`src/rtl/mem_arbiter_pkg.sv`:
```
// Shared types and encodings for the external memory
// port sequencer and its two requesters.
package mem_arbiter_pkg;

  typedef logic [31:0] addr_t;
  typedef logic [31:0] word_t;
  typedef logic [7:0]  byte_t;

  typedef enum logic [1:0] {
    LS_BYTE = 2'b00,
    LS_HALF = 2'b01,
    LS_WORD = 2'b10
  } ls_size_e;

  typedef enum logic [1:0] {
    MA_IDLE  = 2'b00,
    MA_READ  = 2'b01,
    MA_WRITE = 2'b10
  } ma_state_e;

  typedef enum logic {
    PORT_IF = 1'b0,
    PORT_LS = 1'b1
  } port_e;

  localparam logic [2:0] IF_BYTES = 3'd4;

  function automatic logic [2:0] ls_bytes(
    input logic [1:0] sz
  );
    logic [2:0] n;
    case (sz)
      LS_BYTE: n = 3'd1;
      LS_HALF: n = 3'd2;
      default: n = 3'd4;
    endcase
    return n;
  endfunction

  function automatic byte_t get_lane(
    input word_t      w,
    input logic [1:0] i
  );
    byte_t b;
    case (i)
      2'd0:    b = w[7:0];
      2'd1:    b = w[15:8];
      2'd2:    b = w[23:16];
      default: b = w[31:24];
    endcase
    return b;
  endfunction

  function automatic word_t put_lane(
    input word_t      w,
    input logic [1:0] i,
    input byte_t      b
  );
    word_t r;
    r = w;
    case (i)
      2'd0:    r[7:0]   = b;
      2'd1:    r[15:8]  = b;
      2'd2:    r[23:16] = b;
      default: r[31:24] = b;
    endcase
    return r;
  endfunction

endpackage

```
`src/rtl/mem_arbiter.sv`:
```
// Byte-serial sequencer and round-robin arbiter between
// instruction fetch and load/store on the memory port.
module mem_arbiter
  import mem_arbiter_pkg::*;
#(
  parameter int ADDR_W      = 32,
  parameter int IO_MASK_BIT = 17
) (
  input  logic              clk,
  input  logic              rst,
  input  logic              rdy,
  input  logic              if_req,
  input  logic [ADDR_W-1:0] if_addr,
  input  logic              if_flush,
  output logic [31:0]       if_data,
  output logic              if_done,
  input  logic              ls_req,
  input  logic              ls_wr,
  input  logic [ADDR_W-1:0] ls_addr,
  input  logic [1:0]        ls_size,
  input  logic [31:0]       ls_wdata,
  output logic [31:0]       ls_rdata,
  output logic              ls_done,
  input  logic [7:0]        mem_din,
  output logic [7:0]        mem_dout,
  output logic [ADDR_W-1:0] mem_a,
  output logic              mem_wr
);

  ma_state_e         state_q, state_d;
  port_e             port_q, port_d;
  port_e             rr_last_q, rr_last_d;
  logic [ADDR_W-1:0] base_q, base_d;
  logic [ADDR_W-1:0] mem_a_q, mem_a_d;
  logic [2:0]        n_q, n_d;
  logic [2:0]        k_q, k_d;
  word_t             wbuf_q, wbuf_d;
  word_t             rbuf_q, rbuf_d;
  word_t             if_data_q, if_data_d;
  word_t             ls_rdata_q, ls_rdata_d;
  byte_t             dout_q, dout_d;
  logic              wr_q, wr_d;
  logic              if_done_q, if_done_d;
  logic              ls_done_q, ls_done_d;

  logic              if_ok, ls_ok;
  logic              take_if, take_ls;
  logic [1:0]        rd_lane;
  logic [ADDR_W-1:0] next_a;
  logic              last_io;

  assign if_ok   = if_req & ~if_done_q & ~if_flush;
  assign ls_ok   = ls_req & ~ls_done_q;
  assign take_if = if_ok & (~ls_ok | (rr_last_q == PORT_LS));
  assign take_ls = ls_ok & ~take_if;
  assign rd_lane = k_q[1:0] - 2'd1;
  assign next_a  = base_q + ADDR_W'(k_q);
  assign last_io = &mem_a_q[IO_MASK_BIT -: 2];

  always_comb begin
    state_d    = state_q;
    port_d     = port_q;
    rr_last_d  = rr_last_q;
    base_d     = base_q;
    mem_a_d    = mem_a_q;
    n_d        = n_q;
    k_d        = k_q;
    wbuf_d     = wbuf_q;
    rbuf_d     = rbuf_q;
    if_data_d  = if_data_q;
    ls_rdata_d = ls_rdata_q;
    dout_d     = dout_q;
    wr_d       = wr_q;
    if_done_d  = 1'b0;
    ls_done_d  = 1'b0;
    unique case (state_q)
      MA_IDLE: begin
        unique case (1'b1)
          take_if: begin
            port_d    = PORT_IF;
            rr_last_d = PORT_IF;
            base_d    = if_addr;
            mem_a_d   = if_addr;
            n_d       = IF_BYTES;
            k_d       = 3'd1;
            rbuf_d    = '0;
            wr_d      = 1'b0;
            state_d   = MA_READ;
          end
          take_ls: begin
            port_d    = PORT_LS;
            rr_last_d = PORT_LS;
            base_d    = ls_addr;
            mem_a_d   = ls_addr;
            n_d       = ls_bytes(ls_size);
            k_d       = 3'd1;
            rbuf_d    = '0;
            wbuf_d    = ls_wdata;
            if (ls_wr) begin
              wr_d    = 1'b1;
              dout_d  = ls_wdata[7:0];
              state_d = MA_WRITE;
            end else begin
              wr_d    = 1'b0;
              state_d = MA_READ;
            end
          end
          default: ;
        endcase
      end
      MA_READ: begin
        if (port_q == PORT_IF && if_flush) begin
          mem_a_d = '0;
          state_d = MA_IDLE;
        end else if (k_q > n_q) begin
          mem_a_d = '0;
          state_d = MA_IDLE;
          if (port_q == PORT_IF) begin
            if_data_d = rbuf_q;
            if_done_d = 1'b1;
          end else begin
            ls_rdata_d = rbuf_q;
            ls_done_d  = 1'b1;
          end
        end else begin
          rbuf_d = put_lane(rbuf_q, rd_lane, mem_din);
          k_d    = k_q + 3'd1;
          if (k_q < n_q) begin
            mem_a_d = next_a;
          end else if (last_io) begin
            // park early so an I/O device is not re-addressed
            mem_a_d = '0;
          end
        end
      end
      MA_WRITE: begin
        if (k_q < n_q) begin
          mem_a_d = next_a;
          dout_d  = get_lane(wbuf_q, k_q[1:0]);
          k_d     = k_q + 3'd1;
        end else begin
          wr_d      = 1'b0;
          mem_a_d   = '0;
          ls_done_d = 1'b1;
          state_d   = MA_IDLE;
        end
      end
      default: state_d = MA_IDLE;
    endcase
  end

  always_ff @(posedge clk) begin
    if (rst) begin
      state_q    <= MA_IDLE;
      port_q     <= PORT_IF;
      rr_last_q  <= PORT_LS;
      base_q     <= '0;
      mem_a_q    <= '0;
      n_q        <= '0;
      k_q        <= '0;
      wbuf_q     <= '0;
      rbuf_q     <= '0;
      if_data_q  <= '0;
      ls_rdata_q <= '0;
      dout_q     <= '0;
      wr_q       <= 1'b0;
      if_done_q  <= 1'b0;
      ls_done_q  <= 1'b0;
    end else if (rdy) begin
      state_q    <= state_d;
      port_q     <= port_d;
      rr_last_q  <= rr_last_d;
      base_q     <= base_d;
      mem_a_q    <= mem_a_d;
      n_q        <= n_d;
      k_q        <= k_d;
      wbuf_q     <= wbuf_d;
      rbuf_q     <= rbuf_d;
      if_data_q  <= if_data_d;
      ls_rdata_q <= ls_rdata_d;
      dout_q     <= dout_d;
      wr_q       <= wr_d;
      if_done_q  <= if_done_d;
      ls_done_q  <= ls_done_d;
    end
  end

  assign mem_a    = mem_a_q;
  assign mem_dout = dout_q;
  assign mem_wr   = wr_q & rdy;
  assign if_data  = if_data_q;
  assign if_done  = if_done_q;
  assign ls_rdata = ls_rdata_q;
  assign ls_done  = ls_done_q;

endmodule

```
`config.mk`:
```
export PLATFORM = sky130hd
export DESIGN_NAME = mem_arbiter
export DESIGN_NICKNAME = d
export VERILOG_FILES = /design/src/rtl/mem_arbiter_pkg.sv /design/src/rtl/mem_arbiter.sv
export SDC_FILE = /design/constraint.sdc
export NUM_CORES = 1
export LEC_CHECK = 0
export BUFFER_PORTS_ARGS = -buffer_cell sky130_fd_sc_hd__buf_2
export CORE_MARGIN = 5
export CORE_UTILIZATION = 50
export CTS_BUF_LIST = sky130_fd_sc_hd__clkbuf_4 sky130_fd_sc_hd__clkbuf_8
export CTS_CLUSTER_DIAMETER = 30
export CTS_CLUSTER_SIZE = 8
export DETAILED_ROUTE_END_ITERATION = 16
export PLACE_DENSITY = 0.76
export SKIP_CTS_REPAIR_TIMING = 1
export SLEW_MARGIN = 15
export SYNTH_ARGS = -nofsm -noshare
export SYNTH_HDL_FRONTEND = slang
export SYNTH_SLANG_ARGS = --single-unit
```
`constraint.sdc`:
```
create_clock -name clk -period 2.37 [get_ports clk]
set_input_delay 0.1185 -clock clk [delete_from_list [all_inputs] [get_ports clk]]
set_output_delay 0.1185 -clock clk [all_outputs]
set_load 0.02 [all_outputs]
```
==> results.py <==
metrics = {
    "clock_network": {
        "clkTransAtPathRegs_ns": 0.06,
        "clkLatencyLatePin_ns": 0.54,
        "cts_tree": "done",
        "max-clock-path-buffers": 3,
        "cts.sinks": 213,
        "htree_levels": 2,
        "cts_root_buf": "clkbuf_8",
        "numCtsBuffers": 42,
    },
    "global_routing": {
        "grt_max_degree": 119,
        "antenna_found_initial": 1,
        "grt_pass1_wl_um": 41230,
        "grt.busiest_layer": "met2",
        "grt.met3_usage_pct": 5.244,
        "met1_usage_pct": 28.67,
        "grt_use_met2_pct": 38.20,
        "grt_pass1_vias": 8346,
        "grt_usage_pct": 22.63,
        "grt_overflow": 0,
    },
    "die": {
        "die_w_um": 147.3,
        "die-height_um": 147.3,
        "dieArea_um2": 21690,
        "rows": 50,
        "initial_core_util_pct": 50.54,
        "core_um2": 18640,
        "ios": 220,
    },
    "timing": {
        "worst_slew_pin_slew_ns": 0.8669,
        "maxSlewViolCount": 0,
        "finalCritPeriodShare_pct": 95.05,
        "max_freq_mhz": 443.9,
        "setup_viol": 0,
        "finalHoldViolations": 2,
        "hold_ws_ns": -0.01535,
        "rsz0062_at_grt": "yes",
        "layout_min_cycle_time_ns": 2.253,
        "timing.final.ws_setup_ns": 0.1172,
        "clock_skew_ns": 0.03609,
        "max_slew_margin_pct": 42.21,
    },
    "cells_and_area": {
        "fillers": 1543,
        "fin_nets": 1498,
        "area_growth_syn_to_layout_pct": 29.85,
        "drive_gt1_share_pct": 25.20,
    },
    "critical_path": {
        "critPathRequiredTime_ns": 2.83,
        "cp_cell_sequence": "inv_1 -> ha_1 -> nor2b_1 -> nor3_1 -> o21ai_1 -> a2111oi_4 -> a32o_1",
        "cp_max_fo": 8,
        "crit_path_max_incr_delay_ns": 0.60,
        "crit_arrival_ns": 2.72,
        "critPathCaptureType": "flip-flop",
        "critPathKind": "flip-flop to flip-flop",
        "cp_top_family": "compound AO/OA/AOI/OAI gates",
        "worst_setup_path_start_kind": "flip-flop",
        "crit_buf_inv": 1,
        "cpMaxStageDelayCell": "a2111oi_4",
    },
    "synthesis": {
        "synthArstFlopShare_pct": 0,
        "synth.avg_cell_area_um2": 8.457,
        "ys_types": 51,
        "yosysTopAreaCellShare_pct": 45.26,
        "seq_area_frac_synth_pct": 45.26,
        "yosys-top-cells-count": "213 x dfxtp_1, 157 x nand2_1, 157 x nor2_1",
        "synth-seq-cells": 213,
        "synth-edff-count": 0,
        "yosys.cell_count.top_type": "dfxtp_1",
        "yosys.area.top_type": "dfxtp_1",
        "yosys_warnings": 0,
        "synthCells": 1114,
        "syn_nets": 1243,
        "synth_flop_cell": "dfxtp_1",
        "synthTopCellsByArea": "dfxtp_1 45%, mux2i_1 7.8%, nand2_1 6.3%, nor2_1 6.3%, a211oi_1 5.0%",
        "syn_area_um2": 9422,
    },
    "placed_design": {
        "gp_congestion": 0.8458,
        "port_buffers": 219,
        "pre_cts_ws_ns": 0.002799,
        "post-dp-hpwl_um": 17220,
    },
    "outcome": {
        "failed_checks": "hold timing",
        "status": "finished with violations",
    },
    "detailed_routing": {
        "wire_per_inst_um": 16.70,
        "ant_nets": 0,
        "dr.pass1.iters": 5,
        "vias": 8985,
        "wl_um": 27250,
        "vias_per_cell": 5.506,
        "drcViolationCount": 0,
        "drt_iter0_drc": 674,
    },
    "flow_run": {
        "drv_cap": 0,
    },
    "pwr": {
        "total_power_mw": 9.274,
        "ir_drop_uv": 575.7,
        "p_per_area_nw_per_um2": 758.0,
        "p_leak_nw": 4.945,
    },
    "worst_hold_path": {
        "min_path_type": "input port to flip-flop",
    },
}
-- where the power goes --
part	internal, mW	switching, mW	total, mW
clock network	2.41	1.56	3.97
registers	3.77	0.141	3.91
logic	0.551	0.842	1.39
-- worst paths after layout --
| check | from | slack [ns] | cells past startpoint | endpoint |
|---|---|---|---|---|
| worst max-delay path | n_q[1] | 0.12 | 7 | rbuf_q[27] |
| worst min-delay path | if_addr[27] | -0.02 | 3 | base_q[27] |
| worst max register to register | n_q[1] | 0.12 | 7 | rbuf_q[27] |
| worst min register to register | ls_rdata[20] | 0.45 | 2 | ls_rdata[20] |
-- cell families after synthesis --
family                   synth area share (%)
AO/OA/AOI/OAI                           16.22
XOR/XNOR                                2.696
AND/OR/NAND/NOR                         20.43
multiplexers                            7.756
buffers and inverters                   5.445
flip-flops                              45.26
adder cells (fa/ha/maj)                 2.205
-- sequential cells by signal, indices dropped and copies added, names as in the netlist --
signal / count
base_q: 32
if_data: 32
if_done: 1
k_q: 3
ls_done: 1
ls_rdata: 32
mem_a: 32
mem_dout: 8
n_q: 3
port_q: 1
rbuf_q: 32
rr_last_q: 1
state_q: 2
wbuf_q: 32
wr_q: 1
-- per-layer routing --
metal,vias up,wire (um)
met5,-,0
met2,345,13330
met1,4180,11200
met3,66,1919
met4,0,792
li1,4394,-
-- stage by stage --
stage / utilization (%) / setup TNS [ns] / instance area (um2) / cells
6_report: 65.62 / 0 / 12230 / 1632
5_1_grt: 65.62 / -0.08419 / 12230 / 1632
4_1_cts: 62.91 / 0 / 11730 / 1586
3_5_place_dp: 57.93 / 0 / 10800 / 1514
3_3_place_gp: 57.93 / 0 / 10800 / 1514
2_1_floorplan: - / 0 / 9422 / 1114
-- cells in the final DEF, fill, tap and decap left out, types with 37 or more instances in the layout --
| cell type | synthesis | routed |
|---|---|---|
| a211oi_1 | 63 | 61 |
| a21oi_1 | 80 | 77 |
| buf_2 | 20 | 218 |
| clkbuf_8 | 0 | 56 |
| dfxtp_1 | 213 | 212 |
| dlygate4sd3_1 | 0 | 45 |
| inv_1 | 42 | 42 |
| mux2i_1 | 73 | 73 |
| nand2_1 | 157 | 156 |
| nor2_1 | 157 | 155 |
| nor3_1 | 37 | 37 |
-- tightest hold or removal path: cells and delay by family --
kind	cells	cell delay, ns
mux	1	0.16
buf+inv	1	0.09
compound gates	1	0.09
-- final cells by class --
class | instances | area (um2) | share of cell area [%]
Multi-Input combinational cell | 774 | 4720 | 38.58
Sequential cell | 213 | 4265 | 34.86
Timing Repair Buffer | 296 | 1868 | 15.27
Clock buffer | 61 | 808.3 | 6.607
Tap cell | 234 | 292.8 | 2.393
Inverter | 42 | 157.7 | 1.289
Clock inverter | 11 | 120.1 | 0.9818
Antenna cell | 1 | 2.502 | 0.02045
(Power assumes the default switching activity.)
